## src/rtl/compute_cluster_seq_if.sv

```systemverilog
// Bundle of signals between the compute-cluster sequencer and its surroundings:
// the DMA input stream, the cluster's filter/IFM write port, its chunk
// control and its accumulator readout, plus the output stream.
//   master : used by compute_cluster_seq (drives every *_o signal)
//   slave  : used by the environment (drives every *_i signal)
interface compute_cluster_seq_if #(
  parameter int COMPUTE_UNIT_NUM = 32,
  parameter int OUTPUT_BUF_NUM   = 32,
  parameter int OUTPUT_BUF_SIZE  = 32,
  parameter int MEM_SIZE         = 128,
  parameter int BUS_SIZE         = 8
);
  localparam int BEATS = MEM_SIZE / BUS_SIZE;

  logic                                start_i;
  logic [$clog2(COMPUTE_UNIT_NUM):0]   cfg_unit_num_i;
  logic [7:0]                          cfg_chunk_num_i;
  logic [$clog2(OUTPUT_BUF_NUM)-1:0]   cfg_acc_buf_i;
  logic                                done_o;
  logic                                in_valid_i;
  logic                                in_ready_o;
  logic [BUS_SIZE*9-1:0]               in_dat_i;
  logic [BUS_SIZE-1:0]                 wr_sparsemap_o;
  logic [BUS_SIZE*8-1:0]               wr_nonzero_data_o;
  logic [$clog2(BEATS)-1:0]            wr_count_o;
  logic                                filter_wr_valid_o;
  logic [$clog2(COMPUTE_UNIT_NUM)-1:0] filter_wr_order_sel_o;
  logic                                ifm_wr_valid_o;
  logic                                wr_sel_o;
  logic                                rd_sel_o;
  logic                                init_o;
  logic                                chunk_start_o;
  logic                                chunk_end_i;
  logic [$clog2(OUTPUT_BUF_NUM)-1:0]   acc_buf_sel_o;
  logic [$clog2(COMPUTE_UNIT_NUM)-1:0] com_unit_out_buf_sel_o;
  logic [OUTPUT_BUF_SIZE-1:0]          out_buf_dat_i;
  logic                                out_valid_o;
  logic                                out_ready_i;
  logic [OUTPUT_BUF_SIZE-1:0]          out_data_o;

  modport master (
    input  start_i, cfg_unit_num_i, cfg_chunk_num_i, cfg_acc_buf_i,
           in_valid_i, in_dat_i, chunk_end_i, out_buf_dat_i, out_ready_i,
    output done_o, in_ready_o, wr_sparsemap_o, wr_nonzero_data_o, wr_count_o,
           filter_wr_valid_o, filter_wr_order_sel_o, ifm_wr_valid_o, wr_sel_o,
           rd_sel_o, init_o, chunk_start_o, acc_buf_sel_o,
           com_unit_out_buf_sel_o, out_valid_o, out_data_o
  );

  modport slave (
    output start_i, cfg_unit_num_i, cfg_chunk_num_i, cfg_acc_buf_i,
           in_valid_i, in_dat_i, chunk_end_i, out_buf_dat_i, out_ready_i,
    input  done_o, in_ready_o, wr_sparsemap_o, wr_nonzero_data_o, wr_count_o,
           filter_wr_valid_o, filter_wr_order_sel_o, ifm_wr_valid_o, wr_sel_o,
           rd_sel_o, init_o, chunk_start_o, acc_buf_sel_o,
           com_unit_out_buf_sel_o, out_valid_o, out_data_o
  );
endinterface

```

## src/rtl/compute_cluster_seq.sv

```systemverilog
// Sequencer driving a compute cluster through complete multi-chunk passes:
// per-unit filter load, broadcast IFM load, ping-pong bank swap, chunk
// start/end handshake, then serial drain of one accumulator word per unit.
// Ports:
//   clk_i - clock
//   rst_i - asynchronous active-high reset (drops any partial pass)
//   bus   - compute_cluster_seq_if.master: config/start/done, input stream,
//           cluster write/control/readout ports and output stream
module compute_cluster_seq #(
  parameter int COMPUTE_UNIT_NUM = 32,
  parameter int OUTPUT_BUF_NUM   = 32,
  parameter int OUTPUT_BUF_SIZE  = 32,
  parameter int MEM_SIZE         = 128,
  parameter int BUS_SIZE         = 8
) (
  input  logic                  clk_i,
  input  logic                  rst_i,
  compute_cluster_seq_if.master bus
);
  localparam int BEATS = MEM_SIZE / BUS_SIZE;
  localparam int UW    = $clog2(COMPUTE_UNIT_NUM) + 1;
  localparam int IW    = $clog2(COMPUTE_UNIT_NUM);
  localparam int BW    = $clog2(BEATS);
  localparam int AW    = $clog2(OUTPUT_BUF_NUM);
  localparam int DW    = BUS_SIZE * 8;

  typedef enum logic [2:0] {
    S_IDLE, S_FLT, S_IFM, S_SETTLE, S_START, S_WAIT, S_DRAIN, S_DOUT
  } state_t;

  state_t state, state_nx;

  logic [UW-1:0]              unit_num;
  logic [UW-1:0]              unit_clamp;
  logic [7:0]                 chunk_num;
  logic [7:0]                 chunk_cnt;
  logic [IW-1:0]              unit_cnt;   // filter target unit, then drain unit
  logic [BW-1:0]              beat_cnt;
  logic                       blank;
  logic [AW-1:0]              acc_sel;
  logic                       wr_sel, rd_sel;
  logic [BUS_SIZE-1:0]        wr_smap;
  logic [DW-1:0]              wr_data;
  logic [BW-1:0]              wr_count;
  logic [IW-1:0]              order_sel;
  logic                       flt_wv, ifm_wv;
  logic [OUTPUT_BUF_SIZE-1:0] out_data;
  logic                       out_valid;
  logic                       done;
  logic                       in_ready, chunk_start, init;
  logic                       hs, out_hs, last_beat, last_unit, last_chunk;

  assign hs         = bus.in_valid_i && in_ready;
  assign out_hs     = out_valid && bus.out_ready_i;
  assign last_beat  = (beat_cnt == BW'(BEATS - 1));
  assign last_unit  = ({1'b0, unit_cnt} == (unit_num - UW'(1)));
  assign last_chunk = ((chunk_cnt + 8'd1) == chunk_num);

  always_comb begin
    unit_clamp = bus.cfg_unit_num_i;
    if (unit_clamp == '0)
      unit_clamp = UW'(1);
    else if (unit_clamp > UW'(COMPUTE_UNIT_NUM))
      unit_clamp = UW'(COMPUTE_UNIT_NUM);
  end

  always_ff @(posedge clk_i or posedge rst_i) begin
    if (rst_i) state <= S_IDLE;
    else       state <= state_nx;
  end

  always_comb begin
    state_nx    = state;
    in_ready    = 1'b0;
    chunk_start = 1'b0;
    init        = 1'b0;
    case (state)
      S_IDLE:   if (bus.start_i) state_nx = S_FLT;
      S_FLT: begin
        in_ready = 1'b1;
        if (bus.in_valid_i && last_beat && last_unit) state_nx = S_IFM;
      end
      S_IFM: begin
        in_ready = 1'b1;
        if (bus.in_valid_i && last_beat) state_nx = S_SETTLE;
      end
      // SETTLE is the cycle the last IFM beat is on the write bus
      S_SETTLE: state_nx = S_START;
      S_START: begin
        chunk_start = 1'b1;
        init        = (chunk_cnt == '0);
        state_nx    = S_WAIT;
      end
      S_WAIT:   if (!blank && bus.chunk_end_i) state_nx = last_chunk ? S_DRAIN : S_FLT;
      S_DRAIN:  state_nx = S_DOUT;
      S_DOUT: begin
        if (out_hs) state_nx = last_unit ? S_IDLE : S_DRAIN;
      end
      default:  state_nx = S_IDLE;
    endcase
  end

  always_ff @(posedge clk_i or posedge rst_i) begin
    if (rst_i) begin
      unit_num  <= '0;
      chunk_num <= '0;
      chunk_cnt <= '0;
      unit_cnt  <= '0;
      beat_cnt  <= '0;
      blank     <= 1'b0;
      acc_sel   <= '0;
      wr_sel    <= 1'b0;
      rd_sel    <= 1'b0;
      wr_smap   <= '0;
      wr_data   <= '0;
      wr_count  <= '0;
      order_sel <= '0;
      flt_wv    <= 1'b0;
      ifm_wv    <= 1'b0;
      out_data  <= '0;
      out_valid <= 1'b0;
      done      <= 1'b0;
    end else begin
      flt_wv <= 1'b0;
      ifm_wv <= 1'b0;
      done   <= 1'b0;
      if (hs) begin
        wr_smap   <= bus.in_dat_i[DW +: BUS_SIZE];
        wr_data   <= bus.in_dat_i[DW-1:0];
        wr_count  <= beat_cnt;
        order_sel <= unit_cnt;
        flt_wv    <= (state == S_FLT);
        ifm_wv    <= (state == S_IFM);
        beat_cnt  <= last_beat ? '0 : beat_cnt + 1'b1;
        if (last_beat && state == S_FLT)
          unit_cnt <= last_unit ? '0 : unit_cnt + 1'b1;
      end
      case (state)
        S_IDLE: if (bus.start_i) begin
          unit_num  <= unit_clamp;
          chunk_num <= (bus.cfg_chunk_num_i == 8'd0) ? 8'd1 : bus.cfg_chunk_num_i;
          acc_sel   <= bus.cfg_acc_buf_i;
          chunk_cnt <= '0;
          unit_cnt  <= '0;
          beat_cnt  <= '0;
        end
        S_START: begin
          rd_sel <= wr_sel;
          wr_sel <= ~wr_sel;
          blank  <= 1'b1;
        end
        S_WAIT: begin
          if (blank)                 blank     <= 1'b0;
          else if (bus.chunk_end_i)  chunk_cnt <= chunk_cnt + 8'd1;
        end
        S_DRAIN: begin
          out_data  <= bus.out_buf_dat_i;
          out_valid <= 1'b1;
        end
        S_DOUT: if (out_hs) begin
          out_valid <= 1'b0;
          if (last_unit) begin
            done     <= 1'b1;
            unit_cnt <= '0;
          end else begin
            unit_cnt <= unit_cnt + 1'b1;
          end
        end
        default: ;
      endcase
    end
  end

  assign bus.done_o                 = done;
  assign bus.in_ready_o             = in_ready;
  assign bus.wr_sparsemap_o         = wr_smap;
  assign bus.wr_nonzero_data_o      = wr_data;
  assign bus.wr_count_o             = wr_count;
  assign bus.filter_wr_valid_o      = flt_wv;
  assign bus.filter_wr_order_sel_o  = order_sel;
  assign bus.ifm_wr_valid_o         = ifm_wv;
  assign bus.wr_sel_o               = wr_sel;
  assign bus.rd_sel_o               = rd_sel;
  assign bus.init_o                 = init;
  assign bus.chunk_start_o          = chunk_start;
  assign bus.acc_buf_sel_o          = acc_sel;
  assign bus.com_unit_out_buf_sel_o = unit_cnt;
  assign bus.out_valid_o            = out_valid;
  assign bus.out_data_o             = out_data;
endmodule

```

## src/flat_wrapper.sv

```systemverilog
// flat-port wrapper written by rule: the top's interface ports become plain ports
module compute_cluster_seq_flat 
#(
  parameter int COMPUTE_UNIT_NUM = 32,
  parameter int OUTPUT_BUF_NUM   = 32,
  parameter int OUTPUT_BUF_SIZE  = 32,
  parameter int MEM_SIZE         = 128,
  parameter int BUS_SIZE         = 8
)
  (clk_i, rst_i, bus_start_i, bus_cfg_unit_num_i, bus_cfg_chunk_num_i, bus_cfg_acc_buf_i, bus_in_valid_i, bus_in_dat_i, bus_chunk_end_i, bus_out_buf_dat_i, bus_out_ready_i, bus_done_o, bus_in_ready_o, bus_wr_sparsemap_o, bus_wr_nonzero_data_o, bus_wr_count_o, bus_filter_wr_valid_o, bus_filter_wr_order_sel_o, bus_ifm_wr_valid_o, bus_wr_sel_o, bus_rd_sel_o, bus_init_o, bus_chunk_start_o, bus_acc_buf_sel_o, bus_com_unit_out_buf_sel_o, bus_out_valid_o, bus_out_data_o);
  compute_cluster_seq_if #(.COMPUTE_UNIT_NUM(COMPUTE_UNIT_NUM), .OUTPUT_BUF_NUM(OUTPUT_BUF_NUM), .OUTPUT_BUF_SIZE(OUTPUT_BUF_SIZE), .MEM_SIZE(MEM_SIZE), .BUS_SIZE(BUS_SIZE)) bus_i ();
  input  logic clk_i;
  input  logic rst_i;
  input wire logic [$bits(bus_i.start_i)-1:0] bus_start_i;
  input wire logic [$bits(bus_i.cfg_unit_num_i)-1:0] bus_cfg_unit_num_i;
  input wire logic [$bits(bus_i.cfg_chunk_num_i)-1:0] bus_cfg_chunk_num_i;
  input wire logic [$bits(bus_i.cfg_acc_buf_i)-1:0] bus_cfg_acc_buf_i;
  input wire logic [$bits(bus_i.in_valid_i)-1:0] bus_in_valid_i;
  input wire logic [$bits(bus_i.in_dat_i)-1:0] bus_in_dat_i;
  input wire logic [$bits(bus_i.chunk_end_i)-1:0] bus_chunk_end_i;
  input wire logic [$bits(bus_i.out_buf_dat_i)-1:0] bus_out_buf_dat_i;
  input wire logic [$bits(bus_i.out_ready_i)-1:0] bus_out_ready_i;
  output wire logic [$bits(bus_i.done_o)-1:0] bus_done_o;
  output wire logic [$bits(bus_i.in_ready_o)-1:0] bus_in_ready_o;
  output wire logic [$bits(bus_i.wr_sparsemap_o)-1:0] bus_wr_sparsemap_o;
  output wire logic [$bits(bus_i.wr_nonzero_data_o)-1:0] bus_wr_nonzero_data_o;
  output wire logic [$bits(bus_i.wr_count_o)-1:0] bus_wr_count_o;
  output wire logic [$bits(bus_i.filter_wr_valid_o)-1:0] bus_filter_wr_valid_o;
  output wire logic [$bits(bus_i.filter_wr_order_sel_o)-1:0] bus_filter_wr_order_sel_o;
  output wire logic [$bits(bus_i.ifm_wr_valid_o)-1:0] bus_ifm_wr_valid_o;
  output wire logic [$bits(bus_i.wr_sel_o)-1:0] bus_wr_sel_o;
  output wire logic [$bits(bus_i.rd_sel_o)-1:0] bus_rd_sel_o;
  output wire logic [$bits(bus_i.init_o)-1:0] bus_init_o;
  output wire logic [$bits(bus_i.chunk_start_o)-1:0] bus_chunk_start_o;
  output wire logic [$bits(bus_i.acc_buf_sel_o)-1:0] bus_acc_buf_sel_o;
  output wire logic [$bits(bus_i.com_unit_out_buf_sel_o)-1:0] bus_com_unit_out_buf_sel_o;
  output wire logic [$bits(bus_i.out_valid_o)-1:0] bus_out_valid_o;
  output wire logic [$bits(bus_i.out_data_o)-1:0] bus_out_data_o;
  assign bus_i.start_i = bus_start_i;
  assign bus_i.cfg_unit_num_i = bus_cfg_unit_num_i;
  assign bus_i.cfg_chunk_num_i = bus_cfg_chunk_num_i;
  assign bus_i.cfg_acc_buf_i = bus_cfg_acc_buf_i;
  assign bus_i.in_valid_i = bus_in_valid_i;
  assign bus_i.in_dat_i = bus_in_dat_i;
  assign bus_i.chunk_end_i = bus_chunk_end_i;
  assign bus_i.out_buf_dat_i = bus_out_buf_dat_i;
  assign bus_i.out_ready_i = bus_out_ready_i;
  assign bus_done_o = bus_i.done_o;
  assign bus_in_ready_o = bus_i.in_ready_o;
  assign bus_wr_sparsemap_o = bus_i.wr_sparsemap_o;
  assign bus_wr_nonzero_data_o = bus_i.wr_nonzero_data_o;
  assign bus_wr_count_o = bus_i.wr_count_o;
  assign bus_filter_wr_valid_o = bus_i.filter_wr_valid_o;
  assign bus_filter_wr_order_sel_o = bus_i.filter_wr_order_sel_o;
  assign bus_ifm_wr_valid_o = bus_i.ifm_wr_valid_o;
  assign bus_wr_sel_o = bus_i.wr_sel_o;
  assign bus_rd_sel_o = bus_i.rd_sel_o;
  assign bus_init_o = bus_i.init_o;
  assign bus_chunk_start_o = bus_i.chunk_start_o;
  assign bus_acc_buf_sel_o = bus_i.acc_buf_sel_o;
  assign bus_com_unit_out_buf_sel_o = bus_i.com_unit_out_buf_sel_o;
  assign bus_out_valid_o = bus_i.out_valid_o;
  assign bus_out_data_o = bus_i.out_data_o;
  compute_cluster_seq #(.COMPUTE_UNIT_NUM(COMPUTE_UNIT_NUM), .OUTPUT_BUF_NUM(OUTPUT_BUF_NUM), .OUTPUT_BUF_SIZE(OUTPUT_BUF_SIZE), .MEM_SIZE(MEM_SIZE), .BUS_SIZE(BUS_SIZE)) u_core (.clk_i(clk_i), .rst_i(rst_i), .bus(bus_i));
endmodule
```

## config.mk

```make
export PLATFORM = sky130hd
export DESIGN_NAME = compute_cluster_seq_flat
export DESIGN_NICKNAME = d
export VERILOG_FILES = /design/src/rtl/compute_cluster_seq_if.sv /design/src/rtl/compute_cluster_seq.sv /design/src/flat_wrapper.sv
export SDC_FILE = /design/constraint.sdc
export NUM_CORES = 1
export LEC_CHECK = 0
export BUFFER_PORTS_ARGS = -buffer_cell sky130_fd_sc_hd__buf_4
export CORE_AREA = 2 2 116 118
export DETAILED_ROUTE_END_ITERATION = 10
export DIE_AREA = 0 0 118 120
export PLACE_DENSITY = 0.91
export SLEW_MARGIN = 20
export SYNTH_ARGS = -nofsm -noshare
export SYNTH_HDL_FRONTEND = slang
export SYNTH_SLANG_ARGS = --single-unit
```

## constraint.sdc

```tcl
create_clock -name clk_i -period 14.4 [get_ports clk_i]
set_input_delay 2.16 -clock clk_i [delete_from_list [all_inputs] [get_ports clk_i]]
set_output_delay 2.16 -clock clk_i [all_outputs]
set_load 0.05 [all_outputs]
```

; Word level (Yosys, flattened, before mapping)
; Cells that the tools add are included.
[word_totals]
register_bits = 159
input_bits = 129
out_inout_bits = 132
elab_cells = 97
[op_classes]
add_sub_neg = 4
order_cmp = 1
eq_ne = 17
mux = 36
bitwise_logic = 1
n_reduce_logical = 19
[ops]
columns = op, n
row1 = 8-bit two-way mux, 4
row2 = 5-bit two-way mux, 5
row3 = 3-bit case mux with 8 select lines, 1
row4 = 3-bit two-way mux, 7
row5 = 8-bit zero test, 2
row6 = 4-bit two-way mux, 4
row7 = 8-bit case mux with 2 select lines, 1
row8 = 3-bit equality test (second input constant), 4
row9 = 6-bit two-way mux, 2
row10 = 5-bit case mux with 2 select lines, 1
row11 = 1-bit two-way mux, 9
row12 = 8-bit by 1-bit adder with 8-bit output (second input constant), 1
row13 = 8-bit equality test, 1
row14 = 2-bit by 1-bit inequality test with 1-bit output (second input constant), 4
row15 = 3-bit by 2-bit equality test with 1-bit output (second input constant), 2
row16 = 5-bit by 6-bit equality test with 1-bit output, 1
row17 = 6-bit greater-than comparator (second input constant), 1
row18 = 1-bit logical AND, 6
row19 = 6-bit zero test, 1
row20 = 2-bit inequality test (second input constant), 3
row21 = 2-bit nonzero test, 3
row22 = 6-bit by 1-bit subtractor with 6-bit output (second input constant), 1
row23 = 5-bit by 1-bit adder with 5-bit output (second input constant), 1
row24 = 5-bit AND reduction, 1
row25 = 10 further kinds, 12

; Longest topological paths before layout
[logic_depth]
word_depth = 7
mapped_depth = 9
depth_no_buf = 8

; Worst setup path before layout
; OpenSTA, ideal clock, no wires.
[synth_timing]
path_kind = register to output
startpoint = register u_core.state[1]
endpoint = output port bus_init_o
arrival_time_ps = 3031
path_slack_ps = 9209
path_stages_with_launch = 6
path_buffers = 1
cell_sequence = dfrtp_1 > buf_4 > nand2b_1 > nor2_1 > nand2_1 > nor4_1
[synth_via]
elab_chain_cells = 2
[synth_lines]
columns = item, line_no
row1 = from (decl), compute_cluster_seq.sv:31  ; state_t state, state_nx;
row2 = from (signal assigned), compute_cluster_seq.sv:69  ; else state <= state_nx;
row3 = 3-bit equality test, compute_cluster_seq.sv:77  ; case (state)
row4 = 1-bit two-way mux, compute_cluster_seq.sv:77
row5 = to (decl), flat_wrapper.sv:33  ; output wire logic [$bits(bus_i.init_o)-1:0] bus_init_o;
; Every way passes these cells.

; Worst setup path after layout
; Ends and elaborated chain as after synthesis.

==> qor.yml <==
clocking:
  clock_path_buffers: 2
  clk_latency_ps: 420
  cts_buffers: 17
  cts_hold_buf: 0
  cts_resized: 0
  cts-root-buf: "clkbuf_16"
  htree_levels: 4
  cts_sinks: 159
  tritoncts: "built"
  clk_pin_slew_ps: 60
  cts_setup_buffers: 0
logic_synthesis:
  synth_async_sr_flop_share_pct: 100
  synth_top_area_share_pct: 59.1
  synth_top_flop_cell: "dfrtp_1"
  yosysTopAreaCell: "dfrtp_1"
  ys_seq_elements: 159
  synth_common_cells: "dfrtp_1 (159), mux2_2 (114), nand2_1 (62)"
  ys_seq_area_share_pct: 59.1
  syn_area_per_cell_sq_um: 13.0
  synthesis.area_sq_um: 6730
  synth_edf_count: 0
  synth_area_leaders: "dfrtp_1 (59%), mux2_2 (19%), nand2_1 (3.5%)"
  syn-num-nets: 653
  yosysMostFrequentCell: "dfrtp_1"
  synth_cells: 519
  yosys_warnings: 0
  ys_types: 48
setup_path:
  timing.rr.end: "u_core.bus.wr_nonzero_data_o[60]"
  ff2ff_setup_slack_ps: 11980
  reg2reg_from: "u_core.state[1]"
  crit_fanout: 18
  critPathArrivalTime_ps: 2190
  end_kind: "primary output"
  rr_worst_depth: 5
  path_class: "reg -> out"
  start_kind: "flop"
  crit_required_ps: 12240
worst_hold_path:
  min_path_type: "reg -> reg"
  whs_path_depth: 2
  holdPathEnd: "u_core.bus.acc_buf_sel_o[2]"
  hp-start: "u_core.bus.acc_buf_sel_o[2]"
sta:
  hold_violations: 0
  worst_pin_slew_ps: 949
  setup_violations: 0
  period_needed_ps: 4350
  clock_skew_ps: 7.35
  final_max_slew_viol_count: 0
  max_freq_mhz: 230
  max-slew-margin-rel_pct: 36.7
  finalCritPeriodShare_pct: 30.2
  rsz0062_at_grt: "no"
  finalSetupTns_ps: 0
  fin_ws_ps: 10050
global_route:
  overflow: 0
  grt_max_degree: 111
  grt_util_all_layers_pct: 24.7
  antenna_found_initial: 0
  grt_pass1_wl_um: 27100
  grt_pass1_vias: 5356
final_layout:
  diodes: 0
  fin_nets: 911
  n_fill_cell: 893
  area_growth_pct: 39.9
  drive_gt1_share_pct: 53.0
floorplanning:
  row_count: 42
  core_sq_um: 13000
  die_y_um: 120
  initial_core_util_pct: 51.8
  ios: 261
  die_area_sq_um: 14200
  die_w_um: 118
drt:
  vias: 5020
  drtIter0Drc: 320
  drtAntennaViolNets: 0
  drc_errors: 0
  drt-vias-per-instance: 5.20
  drt_first_pass_iters: 4
  wl_um: 17100
  wire_per_inst_um: 17.7
run:
  maxCapViolCount: 0
power_and_ir_drop:
  leakage_uw: 0.00453
  p_switching_uw: 1240
  seq_power_share_pct: 30.4
  power_frac_comb_pct: 52.4
  power_switching_share_pct: 46.5
  max-vdd-ir-drop_v: 0.000196
  clkPwrFrac_pct: 17.3
  intPower_uw: 1430
  p_per_area_nw_per_um2: 284
placement:
  pre_cts_slack_ps: 10430
  port-buffer-count: 260
  place_hpwl_um: 12200
  gp_congestion: 0.885
status:
  status: "complete, no violations"
## per-stage QoR
| stage | power, uW | std cells | utilization [%] | hold WS [ps] | area [sq um] |
|---|---|---|---|---|---|
| finish | 2670 | 966 | 72.5 | 478 | 9410 |
| global route | 2780 | 966 | 72.5 | 519 | 9410 |
| CTS | 2680 | 965 | 72.3 | 485 | 9380 |
| detailed placement | 2210 | 933 | 67.6 | 471 | 8770 |
| global placement | 2150 | 933 | 67.6 | 459 | 8770 |
| floorplan | 1780 | 519 | - | 463 | 6730 |
## layout by cell type, fill, tap and decap left out, types with 3 or more instances in the layout
master        n
a31oi_1       4
clkbuf_8      3
nand3_1      12
clkinvlp_4    4
buf_4       264
mux2_2      114
and3_1        3
nor3b_1       3
nor2b_1       3
bufinv_16     3
inv_1         8
clkbuf_16    17
a21oi_1       8
xor2_1        8
dfrtp_1     159
nor2_1       17
nand3b_1      6
ha_1          5
nor3_1        4
nand2_1      62
clkinv_2      3
o21ai_0      19
nor4_1        4
mux2i_1       3
xnor2_1      15
## worst max-delay path, stage by stage (launching register included)
cell and delay (ps):
dfrtp_1 580, nand2b_1 280, nor2_1 330, nand2_1 90, nor4_1 230, buf_4 260
## final cells by class
cell class | count | area [sq um] | share of cell area [%]
Sequential cell | 159 | 3980 | 42.3
Clock inverter | 10 | 135 | 1.44
Multi-Input combinational cell | 325 | 2550 | 27.1
Clock buffer | 22 | 474 | 5.04
Timing Repair Buffer | 265 | 2010 | 21.4
Tap cell | 176 | 220 | 2.34
Inverter | 9 | 38.8 | 0.412
## state kept, by name, indices dropped and copies added, names as in the netlist
| name | count |
|---|---|
| u_core.bus.wr_sparsemap_o | 8 |
| u_core.chunk_num | 8 |
| u_core.bus.wr_count_o | 4 |
| u_core.unit_num | 6 |
| u_core.state | 3 |
| u_core.bus.filter_wr_valid_o | 1 |
| u_core.bus.out_data_o | 32 |
| u_core.bus.rd_sel_o | 1 |
| u_core.bus.acc_buf_sel_o | 5 |
| u_core.bus.out_valid_o | 1 |
| u_core.bus.filter_wr_order_sel_o | 5 |
| u_core.beat_cnt | 4 |
| u_core.bus.done_o | 1 |
| u_core.bus.wr_nonzero_data_o | 64 |
| u_core.bus.com_unit_out_buf_sel_o | 5 |
| u_core.bus.ifm_wr_valid_o | 1 |
| u_core.blank | 1 |
| u_core.chunk_cnt | 8 |
| u_core.bus.wr_sel_o | 1 |
## worst max-delay path by stage
stage / from / end / slack (ps) / depth (start not counted)
6_report: u_core.state[1] / bus_init_o / 10050 / 5
2_1_floorplan: rst_i / u_core.beat_cnt[0] / 7950 / 1
5_1_grt: u_core.state[1] / bus_init_o / 9840 / 5
4_1_cts: u_core.state[1] / bus_init_o / 10020 / 5
3_3_place_gp: bus_in_valid_i / u_core.beat_cnt[3] / 10510 / 5
3_5_place_dp: bus_in_valid_i / u_core.beat_cnt[3] / 10430 / 5
## layer usage
layer	vias to the layer above	global-route usage, %	wire length, um
met1	2475	27.8	6430
met5	-	0	0
li1	2324	-	-
met3	27	6.51	1010
met2	194	44.1	9310
met4	0	11.1	380
## kinds of logic (layout without fill, tap and decap cells)
kind of cell | Yosys count | after routing | synth area share [%]
AND/OR/NAND/NOR | 134 | 134 | 10.1
AO/OA/AOI/OAI | 46 | 46 | 4.26
buffers and inverters | 35 | 306 | 3.07
flip-flops | 159 | 159 | 59.1
multiplexers | 117 | 117 | 19.5
adder cells (fa/ha/maj) | 5 | 5 | 0.930
XOR/XNOR | 23 | 23 | 2.99
## power groups by stage
| stage | Combinational, uW | Sequential (uW) | Clock, uW |
|---|---|---|---|
| global route | 1460 | 838 | 486 |
| detailed placement | 1400 | 812 | 0 |
| global placement | 1360 | 792 | 0 |
| finish | 1400 | 811 | 461 |
| floorplan | 408 | 1370 | 0 |
| CTS | 1400 | 810 | 469 |
Note: power is estimated with default switching activity, not from simulation.
